### config.mk
export PLATFORM = sky130hd
export DESIGN_NAME = div_unit_flat
export DESIGN_NICKNAME = d
export VERILOG_FILES = /design/src/rtl/div_if.sv /design/src/rtl/div_unit.sv /design/src/flat_wrapper.sv
export SDC_FILE = /design/constraint.sdc
export NUM_CORES = 1
export LEC_CHECK = 0
export ABC_AREA = 0
export ABC_CLOCK_PERIOD_IN_PS = 8900
export CAP_MARGIN = 20
export CORE_ASPECT_RATIO = 1.25
export CORE_UTILIZATION = 45
export CTS_CLUSTER_DIAMETER = 200
export CTS_CLUSTER_SIZE = 14
export DETAILED_ROUTE_END_ITERATION = 12
export PLACE_DENSITY = 0.73
export REMOVE_ABC_BUFFERS = 1
export SYNTH_ARGS = -nofsm -noshare
export SYNTH_HDL_FRONTEND = slang
export SYNTH_SLANG_ARGS = --single-unit
### constraint.sdc
create_clock -name clk -period 8.9 [get_ports clk]
set_input_delay 1.335 -clock clk [delete_from_list [all_inputs] [get_ports clk]]
set_output_delay 1.335 -clock clk [all_outputs]
set_load 0.005 [all_outputs]
### src/rtl/div_if.sv
// Execute-to-divider handshake: request operands/op in, quotient or remainder out.
interface div_if #(
  parameter int WIDTH = 32
);
  logic             req_valid;
  logic             req_ready;
  logic [WIDTH-1:0] A;
  logic [WIDTH-1:0] B;
  logic [1:0]       op;
  logic             resp_valid;
  logic             resp_ready;
  logic [WIDTH-1:0] result;

  modport master (
    output req_valid, A, B, op, resp_ready,
    input  req_ready, resp_valid, result
  );

  modport slave (
    input  req_valid, A, B, op, resp_ready,
    output req_ready, resp_valid, result
  );
endinterface

### src/rtl/div_unit.sv
// RV32M DIV/DIVU/REM/REMU radix-2 restoring divider, one quotient bit per cycle.
// Optional macro DIV_EARLY_OUT_EN: answer |A| < |B| in one cycle without iterating.
module div_unit #(
  parameter int WIDTH     = 32,
  parameter int CNT_WIDTH = 6
) (
  input logic   clk,
  input logic   rst,
  input logic   flush,
  div_if.slave  bus
);

  typedef enum logic [1:0] {IDLE, CALC, DONE} state_t;

  state_t               state;
  logic [CNT_WIDTH-1:0] cnt;
  logic [WIDTH-1:0]     rem;
  logic [WIDTH-1:0]     quo;
  logic [WIDTH-1:0]     dvsr;
  logic                 is_signed;
  logic                 is_rem;
  logic                 q_neg;
  logic                 r_neg;
  logic                 resp_valid;
  logic [WIDTH-1:0]     result;

  assign bus.req_ready  = (state == IDLE);
  assign bus.resp_valid = resp_valid;
  assign bus.result     = result;

  // Accept-side decode of the incoming request.
  logic             op_signed;
  logic             a_neg;
  logic             b_neg;
  logic [WIDTH-1:0] abs_a;
  logic [WIDTH-1:0] abs_b;
  logic             b_zero;
  logic             ovf;
  logic             early;
  logic             fast;
  logic [WIDTH-1:0] fast_res;

  always_comb begin
    op_signed = ~bus.op[0];
    a_neg     = op_signed & bus.A[WIDTH-1];
    b_neg     = op_signed & bus.B[WIDTH-1];
    abs_a     = a_neg ? -bus.A : bus.A;
    abs_b     = b_neg ? -bus.B : bus.B;
    b_zero    = (bus.B == '0);
    ovf       = op_signed & (bus.A == {1'b1, {(WIDTH-1){1'b0}}}) & (bus.B == '1);
`ifdef DIV_EARLY_OUT_EN
    early     = ~b_zero & (abs_a < abs_b);
`else
    early     = 1'b0;
`endif
    fast      = b_zero | ovf | early;
    // Divide-by-zero and early-out both return A as remainder; overflow returns A as quotient.
    if (b_zero)
      fast_res = bus.op[1] ? bus.A : '1;
    else if (ovf)
      fast_res = bus.op[1] ? '0 : bus.A;
    else
      fast_res = bus.op[1] ? bus.A : '0;
  end

  // One restoring step; the WIDTH+1-bit trial sign tells whether the divisor fits.
  logic [WIDTH:0]   shifted;
  logic [WIDTH:0]   trial;
  logic [WIDTH-1:0] rem_nx;
  logic [WIDTH-1:0] quo_nx;
  logic [WIDTH-1:0] quo_fix;
  logic [WIDTH-1:0] rem_fix;
  logic             last;

  always_comb begin
    shifted = {rem, quo[WIDTH-1]};
    trial   = shifted - {1'b0, dvsr};
    if (!trial[WIDTH]) begin
      rem_nx = trial[WIDTH-1:0];
      quo_nx = {quo[WIDTH-2:0], 1'b1};
    end else begin
      rem_nx = shifted[WIDTH-1:0];
      quo_nx = {quo[WIDTH-2:0], 1'b0};
    end
    quo_fix = (is_signed & q_neg) ? -quo_nx : quo_nx;
    rem_fix = (is_signed & r_neg) ? -rem_nx : rem_nx;
    last    = (cnt == CNT_WIDTH'(WIDTH - 1));
  end

  always_ff @(posedge clk or posedge rst) begin
    if (rst) begin
      state      <= IDLE;
      cnt        <= '0;
      rem        <= '0;
      quo        <= '0;
      dvsr       <= '0;
      is_signed  <= 1'b0;
      is_rem     <= 1'b0;
      q_neg      <= 1'b0;
      r_neg      <= 1'b0;
      resp_valid <= 1'b0;
      result     <= '0;
    end else if (flush) begin
      state      <= IDLE;
      cnt        <= '0;
      resp_valid <= 1'b0;
    end else begin
      case (state)
        IDLE: begin
          if (bus.req_valid) begin
            is_signed <= op_signed;
            is_rem    <= bus.op[1];
            q_neg     <= a_neg ^ b_neg;
            r_neg     <= a_neg;
            cnt       <= '0;
            if (fast) begin
              result     <= fast_res;
              resp_valid <= 1'b1;
              state      <= DONE;
            end else begin
              rem   <= '0;
              quo   <= abs_a;
              dvsr  <= abs_b;
              state <= CALC;
            end
          end
        end
        CALC: begin
          rem <= rem_nx;
          quo <= quo_nx;
          cnt <= cnt + 1'b1;
          if (last) begin
            result     <= is_rem ? rem_fix : quo_fix;
            resp_valid <= 1'b1;
            state      <= DONE;
          end
        end
        DONE: begin
          if (bus.resp_ready) begin
            resp_valid <= 1'b0;
            state      <= IDLE;
          end
        end
        default: state <= IDLE;
      endcase
    end
  end

endmodule

### src/flat_wrapper.sv
// flat-port wrapper written by rule: the top's interface ports become plain ports
module div_unit_flat 
#(
  parameter int WIDTH     = 32,
  parameter int CNT_WIDTH = 6
)
  (clk, rst, flush, bus_req_valid, bus_A, bus_B, bus_op, bus_resp_ready, bus_req_ready, bus_resp_valid, bus_result);
  div_if #(.WIDTH(WIDTH)) bus_i ();
  input logic clk;
  input logic rst;
  input logic flush;
  input wire logic [$bits(bus_i.req_valid)-1:0] bus_req_valid;
  input wire logic [$bits(bus_i.A)-1:0] bus_A;
  input wire logic [$bits(bus_i.B)-1:0] bus_B;
  input wire logic [$bits(bus_i.op)-1:0] bus_op;
  input wire logic [$bits(bus_i.resp_ready)-1:0] bus_resp_ready;
  output wire logic [$bits(bus_i.req_ready)-1:0] bus_req_ready;
  output wire logic [$bits(bus_i.resp_valid)-1:0] bus_resp_valid;
  output wire logic [$bits(bus_i.result)-1:0] bus_result;
  assign bus_i.req_valid = bus_req_valid;
  assign bus_i.A = bus_A;
  assign bus_i.B = bus_B;
  assign bus_i.op = bus_op;
  assign bus_i.resp_ready = bus_resp_ready;
  assign bus_req_ready = bus_i.req_ready;
  assign bus_resp_valid = bus_i.resp_valid;
  assign bus_result = bus_i.result;
  div_unit #(.WIDTH(WIDTH), .CNT_WIDTH(CNT_WIDTH)) u_core (.clk(clk), .rst(rst), .flush(flush), .bus(bus_i));
endmodule
==> flow_summary.yaml, run 1 <==
timing:
  maxSlewViolCount: 0
  max_slew.worst_pin.slew_ns: 1.17
  setup_viol: 0
  timing.final.crit_period_ns: 5.90
  hold_violations: 0
  finClkSkew_ns: 0.00715
  rsz0062_at_grt: "false"
  fin_crit_sh_pct: 66.3
  clock.fmax_mhz: 170
  final.setup.tns_ns: 0
  worst_slew_margin_rel_pct: 22.0
clock_network:
  cts-resized-gates: 0
  cts_root_buffer: "clkbuf_16"
  cts_made_buffers: 17
  htreeDepth: 4
  cts_setup_buffers: 0
  cts_hold_buf: 0
  clk_pin_slew_ns: 0.06
  clock-sinks: 141
  cts_tree: "done"
  clk_latency_ns: 0.44
  cts.path.max_buffers: 2
logic_synthesis:
  synth.most_common_cell: "nand2_1"
  synth-seq-area-share_pct: 30.3
  ys_top_cells_by_area: "dfrtp_1 30%, a21oi_1 7.6%, o21ai_0 7.1%"
  yosys_most_used_dff: "dfrtp_1"
  async_flop_share_pct: 100
  synth_warnings: 0
  yosysUniqueCellTypes: 84
  synth_common_cells: "205 x nand2_1, 176 x a21oi_1, 166 x o21ai_0, 141 x dfrtp_1, 110 x nor2_1"
  synthCells: 1510
  syn_area_um2: 11700
  synthDominantCellAreaShare_pct: 30.3
  synth.avg_cell_area_um2: 7.72
  ys_ff_latch: 141
  synth-edff-count: 0
  synth_top_cell_by_area: "dfrtp_1"
layout:
  multi_input_area_um2: 7530
  area_growth_syn_to_layout_pct: 15.8
  stdcell_count: 1908
  nets: 1673
  n_antenna_cell: 0
  seq_area_um2: 3530
  fillers: 2405
  drive_gt1_share_pct: 5.40
place:
  placedCellCount: 1875
  io_buffers: 104
  gp_congestion: 0.908
  dp_hpwl_um: 25200
worst_setup_path:
  crit_fanout: 59
  crit_path_end_kind: "register"
  critPathRequiredTime_ns: 9.20
  cp.arrival_ns: 6.20
  worst_setup_path_start_kind: "register"
  crit_type: "reg2reg"
detailed_routing:
  wl_per_cell_um: 17.5
  vias_per_cell: 5.89
  drc: 0
  drt_iter0_drc: 813
  vias: 11230
  antenna_left: 0
  drt_pass1_iterations: 6
  routed_wl_um: 33500
grt:
  grt_max_degree: 79
  grt_remaining_overflow: 0
  antenna_found_initial: 0
  grt_pass1_wl_um: 54400
  track_usage_pct: 25.6
  grt_pass1_vias: 10547
power:
  p_leak_nw: 5.52
  power.density_nw_per_um2: 446
  ir_drop_mv: 0.243
floorplan:
  dieArea_um2: 26600
  die_w_um: 146
  io_pins: 105
  rows: 65
  die_h_um: 182
  initial_utilization_pct: 46.0
  core-area_um2: 25400
worst_hold_path:
  min_path_type: "reg2reg"
job:
  cap_viol_max_count: 0
run_status:
  status: "finished, final reports clean"
-- sequential cells by signal, summed over array words and instances (netlist names) --
name,cells
u_core.cnt,6
u_core.is_signed,1
u_core.state,2
u_core.bus.result,32
u_core.bus.resp_valid,1
u_core.r_neg,1
u_core.quo,32
u_core.q_neg,1
u_core.dvsr,32
u_core.rem,32
u_core.is_rem,1
-- worst max-delay path, stage by stage (launching register included) --
cell	delay (ns)
dfrtp_1	0.38
inv_1	0.09
ha_1	0.23
fa_1	0.40
nand2b_1	0.21
a211oi_4	0.34
a21oi_4	0.13
o31ai_4	0.29
a31oi_4	0.16
xnor2_4	0.16
buf_4	0.61
inv_2	0.39
a21oi_1	0.37
ha_1	0.30
and4_1	0.23
nand2b_1	0.06
mux2i_1	0.32
nand4_1	0.30
nor4_1	0.42
mux2i_1	0.23
a31oi_1	0.09
-- routing by layer --
layer | GRT usage (%) | part of all wire [%] | up-vias
met5 | 0 | 0 | -
met4 | 11.3 | 3.8 | 0
met3 | 3.64 | 5.4 | 99
met2 | 42.9 | 48 | 412
met1 | 32.8 | 43 | 5236
li1 | - | - | 5483
-- layout make-up --
class / count / share of cell area [%]
tap: 335 / 3.10
clock buffer: 19 / 3.35
inverter: 68 / 1.93
clock inverter: 13 / 1.40
sequential: 141 / 26.1
multi-input combinational: 1219 / 55.8
timing repair buffer: 113 / 8.30
-- report_power, final --
part,internal (mW),total (mW),switching [mW],leakage (nW)
clock,0.485,0.783,0.298,0.298
sequential,0.920,1.21,0.292,1.82
combinational,1.57,4.03,2.46,3.41
-- worst paths after layout --
check,start,endpoint,slack (ns),depth (start not counted)
worst max-delay path,u_core.quo[31]$_DFFE_PP0P_,u_core.bus.result[30]$_DFFE_PP0P_,3.00,20
worst min-delay path,u_core.bus.result[0]$_DFFE_PP0P_,u_core.bus.result[0]$_DFFE_PP0P_,0.48,1
worst max register to register,u_core.quo[31]$_DFFE_PP0P_,u_core.bus.result[30]$_DFFE_PP0P_,3.00,20
worst min register to register,u_core.bus.result[0]$_DFFE_PP0P_,u_core.bus.result[0]$_DFFE_PP0P_,0.48,1
max in group asynchronous,rst,u_core.quo[31]$_DFFE_PP0P_,6.14,3
min in group asynchronous,rst,u_core.quo[26]$_DFFE_PP0P_,1.39,2
-- logic make-up (layout without fill, tap and decap cells) --
logic type,Yosys count,count (layout),share of synthesized area [%]
AOI/OAI and AO/OA,500,500,25.9
muxes,38,38,3.32
buffers and inverters,150,213,5.28
xor gates and xnor gates,134,134,10.2
DFF,141,141,30.3
and+or+nand+nor,505,505,20.5
adders and majority gates,42,42,4.57
-- through the flow --
step / util, % / instance area [um^2] / hold WS (ns) / setup WS (ns) / power, mW
2_1_floorplan: - / 11300 / 0.453 / 3.37 / 4.08
6_report: 53.2 / 13500 / 0.480 / 3.00 / 6.02
3_5_place_dp: 50.6 / 12800 / 0.470 / 3.03 / 5.17
4_1_cts: 53.1 / 13500 / 0.487 / 3.09 / 5.97
5_1_grt: 53.2 / 13500 / 0.504 / 2.59 / 6.54
3_3_place_gp: 50.6 / 12800 / 0.463 / 3.02 / 5.12
-- cell usage in the layout, fill, tap and decap left out, types with 8 or more instances in the layout --
master | netlist | final
nor3_1 | 41 | 41
dfrtp_1 | 141 | 141
nor2b_1 | 9 | 9
and3_1 | 9 | 9
a31oi_1 | 16 | 16
or3_1 | 17 | 17
o21ai_1 | 9 | 8
mux2i_1 | 33 | 33
clkdlybuf4s50_1 | 0 | 104
buf_4 | 0 | 8
a21oi_1 | 176 | 176
o21ai_0 | 166 | 166
nand4_1 | 16 | 16
o31ai_1 | 28 | 28
a21o_1 | 14 | 14
nand2_1 | 205 | 205
nand2b_1 | 14 | 13
xnor2_1 | 76 | 76
inv_1 | 67 | 66
nand3_1 | 16 | 16
nor4_1 | 16 | 16
and2_1 | 9 | 9
ha_1 | 41 | 40
a211oi_1 | 13 | 13
xor2_1 | 57 | 57
nor2_1 | 110 | 109
clkbuf_16 | 0 | 17
Power figures use the tool's default switching activity.
==> inputs of run 2 (changes only) <==
--- a/config.mk
+++ b/config.mk
@@ -6,14 +6,14 @@
 export NUM_CORES = 1
 export LEC_CHECK = 0
 export ABC_AREA = 0
-export ABC_CLOCK_PERIOD_IN_PS = 8900
+export ABC_CLOCK_PERIOD_IN_PS = 5300
 export CAP_MARGIN = 20
 export CORE_ASPECT_RATIO = 1.25
 export CORE_UTILIZATION = 45
 export CTS_CLUSTER_DIAMETER = 200
 export CTS_CLUSTER_SIZE = 14
 export DETAILED_ROUTE_END_ITERATION = 12
-export PLACE_DENSITY = 0.73
+export PLACE_DENSITY = 0.75
 export REMOVE_ABC_BUFFERS = 1
 export SYNTH_ARGS = -nofsm -noshare
 export SYNTH_HDL_FRONTEND = slang
==> constraint.sdc (replaced) <==
create_clock -name clk -period 5.3 [get_ports clk]
set_input_delay 0.795 -clock clk [delete_from_list [all_inputs] [get_ports clk]]
set_output_delay 0.795 -clock clk [all_outputs]
set_load 0.005 [all_outputs]
==> flow_summary.yaml, run 2 (synthesized netlist as in run 1, its figures left out) <==
run_status:
  status: "finished, final reports clean"
layout:
  mostFrequentLayoutCells: "205 x nand2_1, 176 x a21oi_1, 166 x o21ai_0, 141 x dfrtp_1, 109 x nor2_1"
  area_growth_syn_to_layout_pct: 16.4
  stdcell_count: 1924
  drive_gt1_share_pct: 6.29
  nets: 1689
  postLayoutCoreUtil_pct: 53.5
  n_antenna_cell: 0
  design_area_um2: 13600
  fillers: 2422
  final_common_cell: "nand2_1"
clock_network:
  cts_root_buffer: "clkbuf_16"
  htreeDepth: 4
  clk_latency_ns: 0.44
  clock-sinks: 141
  cts.path.max_buffers: 2
  cts_tree: "done"
  cts_hold_buf: 0
  cts_made_buffers: 17
  cts-resized-gates: 0
  cts_setup_buffers: 0
  clk_pin_slew_ns: 0.06
worst_setup_path:
  critPathRequiredTime_ns: 5.60
  cp_slowest_cell: "dfrtp_1"
  crit_chain: "inv_1 > ha_1 > fa_1 > nand2b_1 > a211oi_4 > a21oi_4 > o31ai_4 > a31oi_4 > xnor2_4 > inv_2 > nor2_1 > a21oi_1 > ha_1 > and4_1 > nand2b_1 > mux2i_1 > nand4_1 > nor4_1 > mux2i_1 > a31oi_1"
  cpLargestDelayFamily: "compound AO/OA/AOI/OAI gates"
  worst-path-buf-inv: 2
  crit_path_end_kind: "register"
  max_stage_delay_ns: 0.40
  crit_fanout: 13
  cp.arrival_ns: 5.17
  crit_type: "reg2reg"
  worst_setup_path_start_kind: "register"
grt:
  track_usage_pct: 25.6
  grt_max_degree: 78
  antenna_found_initial: 0
  grt_pass1_wl_um: 54300
  grt_pass1_vias: 10545
  grt_remaining_overflow: 0
detailed_routing:
  drt_pass1_iterations: 5
  vias_per_cell: 5.92
  drt_iter0_drc: 942
  drc: 0
  antenna_left: 0
  wl_per_cell_um: 17.7
  vias: 11388
  routed_wl_um: 34200
place:
  placedCellCount: 1892
  place_area_um2: 13000
  gp_congestion: 0.939
  io_buffers: 104
  dp_hpwl_um: 25600
power:
  p_sw_share_pct: 51.1
  net-switching-power_mw: 5.18
  power.density_nw_per_um2: 747
  ir_drop_mv: 0.434
  clkPwrFrac_pct: 12.1
  p_leak_nw: 5.59
  p_comb_share_pct: 67.7
  seqPwrFrac_pct: 20.2
  p_int_mw: 4.95
timing:
  maxSlewViolCount: 0
  clock.fmax_mhz: 205
  final.setup.tns_ns: 0
  setup_viol: 0
  max_slew.worst_pin.slew_ns: 1.11
  worst_slew_margin_rel_pct: 25.6
  finClkSkew_ns: 0.00961
  timing.final.crit_period_ns: 4.87
  hold_violations: 0
  fin_crit_sh_pct: 91.9
  rsz0062_at_grt: "false"
job:
  cap_viol_max_count: 0
floorplan:
  die_w_um: 146
  die_h_um: 182
  initial_utilization_pct: 46.0
  dieArea_um2: 26600
  core-area_um2: 25400
  io_pins: 105
  rows: 65
worst_hold_path:
  min_path_type: "reg2reg"
==> run 2: cell types whose count changed in the layout (fill, tap and decap cells not counted) <==
cell / change
clkbuf_1: +1
bufinv_16: -2
clkinvlp_4: -2
clkinv_2: +1
buf_4: +16
inv_6: +2
==> run 2: through the flow <==
stage / setup WS (ns) / power, mW / hold slack [ns]
3_5_place_dp: 0.336 / 8.75 / 0.472
4_1_cts: 0.463 / 10.0 / 0.490
5_1_grt: 0.0310 / 11.0 / 0.524
2_1_floorplan: -0.233 / 6.85 / 0.453
3_3_place_gp: 0.383 / 8.63 / 0.464
6_report: 0.429 / 10.1 / 0.485
==> run 2: area by class of cell <==
cell class,instances,area [um^2],share of cell area (%)
repair buffers,129,1240,9.14
multi-input cells,1219,7530,55.5
inverters,68,260,1.92
well taps,335,419,3.09
flip-flops and latches,141,3530,26.0
clock buffers,20,457,3.36
clock inverters,12,136,1.00
==> run 2: metal layers <==
layer / routed length, um / global-route usage [%]
met5: 0 / 0
met4: 1190 / 11.9
met3: 1970 / 2.74
met2: 16100 / 42.3
met1: 14900 / 33.5
==> run 2: path summary, 6_finish.rpt <==
check,from,endpoint,slack (ns),depth (start not counted)
setup / recovery,u_core.quo[31]$_DFFE_PP0P_,u_core.bus.result[30]$_DFFE_PP0P_,0.43,20
hold reg to reg,u_core.bus.result[0]$_DFFE_PP0P_,u_core.bus.result[0]$_DFFE_PP0P_,0.49,1
min in group asynchronous,rst,u_core.quo[24]$_DFFE_PP0P_,0.77,2
max in group asynchronous,rst,u_core.quo[15]$_DFFE_PP0P_,3.46,3
hold / removal,u_core.bus.result[0]$_DFFE_PP0P_,u_core.bus.result[0]$_DFFE_PP0P_,0.49,1
setup reg to reg,u_core.quo[31]$_DFFE_PP0P_,u_core.bus.result[30]$_DFFE_PP0P_,0.43,20
==> run 2: power groups by stage <==
stage	sequential (mW)	clock, mW	combinational (mW)
floorplan	1.90	0	4.94
global placement	2.02	0	6.61
detailed placement	2.03	0	6.72
CTS	2.02	1.24	6.77
global route	2.10	1.28	7.57
finish	2.04	1.23	6.86
==> inputs of run 3 (changes only) <==
--- a/config.mk
+++ b/config.mk
@@ -8,13 +8,16 @@
 export ABC_AREA = 0
 export ABC_CLOCK_PERIOD_IN_PS = 5300
 export CAP_MARGIN = 20
+export CELL_PAD_IN_SITES_DETAIL_PLACEMENT = 1
+export CELL_PAD_IN_SITES_GLOBAL_PLACEMENT = 1
 export CORE_ASPECT_RATIO = 1.25
-export CORE_UTILIZATION = 45
+export CORE_UTILIZATION = 40
 export CTS_CLUSTER_DIAMETER = 200
 export CTS_CLUSTER_SIZE = 14
 export DETAILED_ROUTE_END_ITERATION = 12
-export PLACE_DENSITY = 0.75
+export PLACE_DENSITY = 0.86
 export REMOVE_ABC_BUFFERS = 1
+export SLEW_MARGIN = 20
 export SYNTH_ARGS = -nofsm -noshare
 export SYNTH_HDL_FRONTEND = slang
 export SYNTH_SLANG_ARGS = --single-unit
==> flow_summary.yaml, run 3 (synthesized netlist as in run 1, its figures left out) <==
worst_hold_path:
  min_to: "u_core.bus.result[11]$_DFFE_PP0P_"
  worstHoldStart: "u_core.bus.result[11]$_DFFE_PP0P_"
  worstHoldPathCells: 2
  min_path_type: "reg2reg"
layout:
  mostFrequentLayoutCells: "205 x nand2_1, 176 x a21oi_1, 166 x o21ai_0, 141 x dfrtp_1, 109 x nor2_1"
  drive_gt1_share_pct: 6.29
  stdcell_count: 1982
  design_area_um2: 13700
  area_growth_syn_to_layout_pct: 17.3
  nets: 1691
  postLayoutCoreUtil_pct: 47.8
  final_common_cell: "nand2_1"
floorplan:
  dieArea_um2: 29800
  initial_utilization_pct: 40.8
  core-area_um2: 28600
  io_pins: 105
  die_w_um: 155
  die_h_um: 193
  rows: 69
timing:
  hold_ws_ns: 0.480
  final.setup.tns_ns: 0
  fin_crit_sh_pct: 93.5
  worst_slew_margin_rel_pct: 29.6
  setup_ws_ns: 0.344
  setup_viol: 0
  timing.final.crit_period_ns: 4.96
  max_slew.worst_pin.slew_ns: 1.06
  hold_violations: 0
  clock.fmax_mhz: 202
  rsz0062_at_grt: "false"
  finClkSkew_ns: 0.0106
  maxSlewViolCount: 0
place:
  dp_hpwl_um: 29800
  place_area_um2: 13100
  pre_cts_slack_ns: 0.417
  gp_congestion: 0.933
  io_buffers: 104
  placedCellCount: 1949
job:
  cap_viol_max_count: 0
worst_setup_path:
  crit_type: "reg2reg"
  cp.arrival_ns: 5.26
  worst_setup_path_start_kind: "register"
  r2r_start: "u_core.quo[31]$_DFFE_PP0P_"
  reg2reg_depth: 20
  worstReg2RegEnd: "u_core.bus.result[30]$_DFFE_PP0P_"
  crit_fanout: 7
  critPathRequiredTime_ns: 5.61
  reg2reg_setup_slack_ns: 0.34
  crit_path_end_kind: "register"
grt:
  grt_pass1_vias: 12017
  track_usage_pct: 27.0
  grt_max_degree: 78
  grt_pass1_wl_um: 63400
  grt_remaining_overflow: 0
  antenna_found_initial: 0
clock_network:
  cts_tree: "done"
  clk_latency_ns: 0.44
  cts_root_buffer: "clkbuf_16"
  clock-sinks: 141
  htreeDepth: 4
  clk_pin_slew_ns: 0.07
  cts_made_buffers: 17
  cts.path.max_buffers: 2
  cts-resized-gates: 0
  cts_setup_buffers: 0
  cts_hold_buf: 0
detailed_routing:
  drt_iter0_drc: 692
  drc: 0
  vias_per_cell: 5.90
  wl_per_cell_um: 19.7
  routed_wl_um: 39100
  vias: 11702
  drt_pass1_iterations: 5
  antenna_left: 0
power:
  total_power_mw: 10.4
  ir_drop_mv: 0.314
  p_leak_nw: 5.59
  power.density_nw_per_um2: 763
run_status:
  status: "finished, final reports clean"
==> run 3: worst max-delay path by stage <==
stage                                   endpoint                        from
6_report       u_core.bus.result[30]$_DFFE_PP0P_  u_core.quo[31]$_DFFE_PP0P_
5_1_grt        u_core.bus.result[30]$_DFFE_PP0P_  u_core.quo[31]$_DFFE_PP0P_
4_1_cts        u_core.bus.result[30]$_DFFE_PP0P_  u_core.quo[31]$_DFFE_PP0P_
3_5_place_dp   u_core.bus.result[31]$_DFFE_PP0P_                   bus_B[14]
3_3_place_gp   u_core.bus.result[23]$_DFFE_PP0P_                   bus_B[14]
2_1_floorplan  u_core.bus.result[24]$_DFFE_PP0P_  u_core.quo[31]$_DFFE_PP0P_
==> run 3: layer usage <==
metal | routed length (um) | track usage (%) | share of wire [%]
met3 | 1490 | 3.68 | 3.8
met2 | 19500 | 48.0 | 50
met5 | 0 | 0 | 0
met4 | 1290 | 11.2 | 3.3
met1 | 16800 | 32.8 | 43
==> run 3: final cells by class <==
class | instances | area [um^2]
Fill cell | 3530 | 14900
Multi-Input combinational cell | 1219 | 7530
Timing Repair Buffer | 131 | 1290
Clock inverter | 9 | 87.6
Inverter | 68 | 260
Sequential cell | 141 | 3530
Tap cell | 390 | 488
Antenna cell | 1 | 2.50
Clock buffer | 23 | 478
==> run 3: worst max-delay path: stages (launching register included) <==
cell and delay [ns]:
dfrtp_1 0.40, inv_1 0.10, ha_1 0.23, fa_1 0.41, nand2b_1 0.21, a211oi_4 0.35
a21oi_4 0.13, o31ai_4 0.27, a31oi_4 0.16, xnor2_4 0.16, inv_2 0.13, nor2_1 0.06
a21oi_1 0.26, ha_1 0.32, and4_1 0.23, nand2b_1 0.07, mux2i_1 0.34, nand4_1 0.24
nor4_1 0.39, mux2i_1 0.26, a31oi_1 0.10
==> run 3: power by group <==
group	internal (mW)	switching [mW]
logic	2.69	4.49
registers	1.54	0.520
clock network	0.682	0.497
total	4.92	5.51
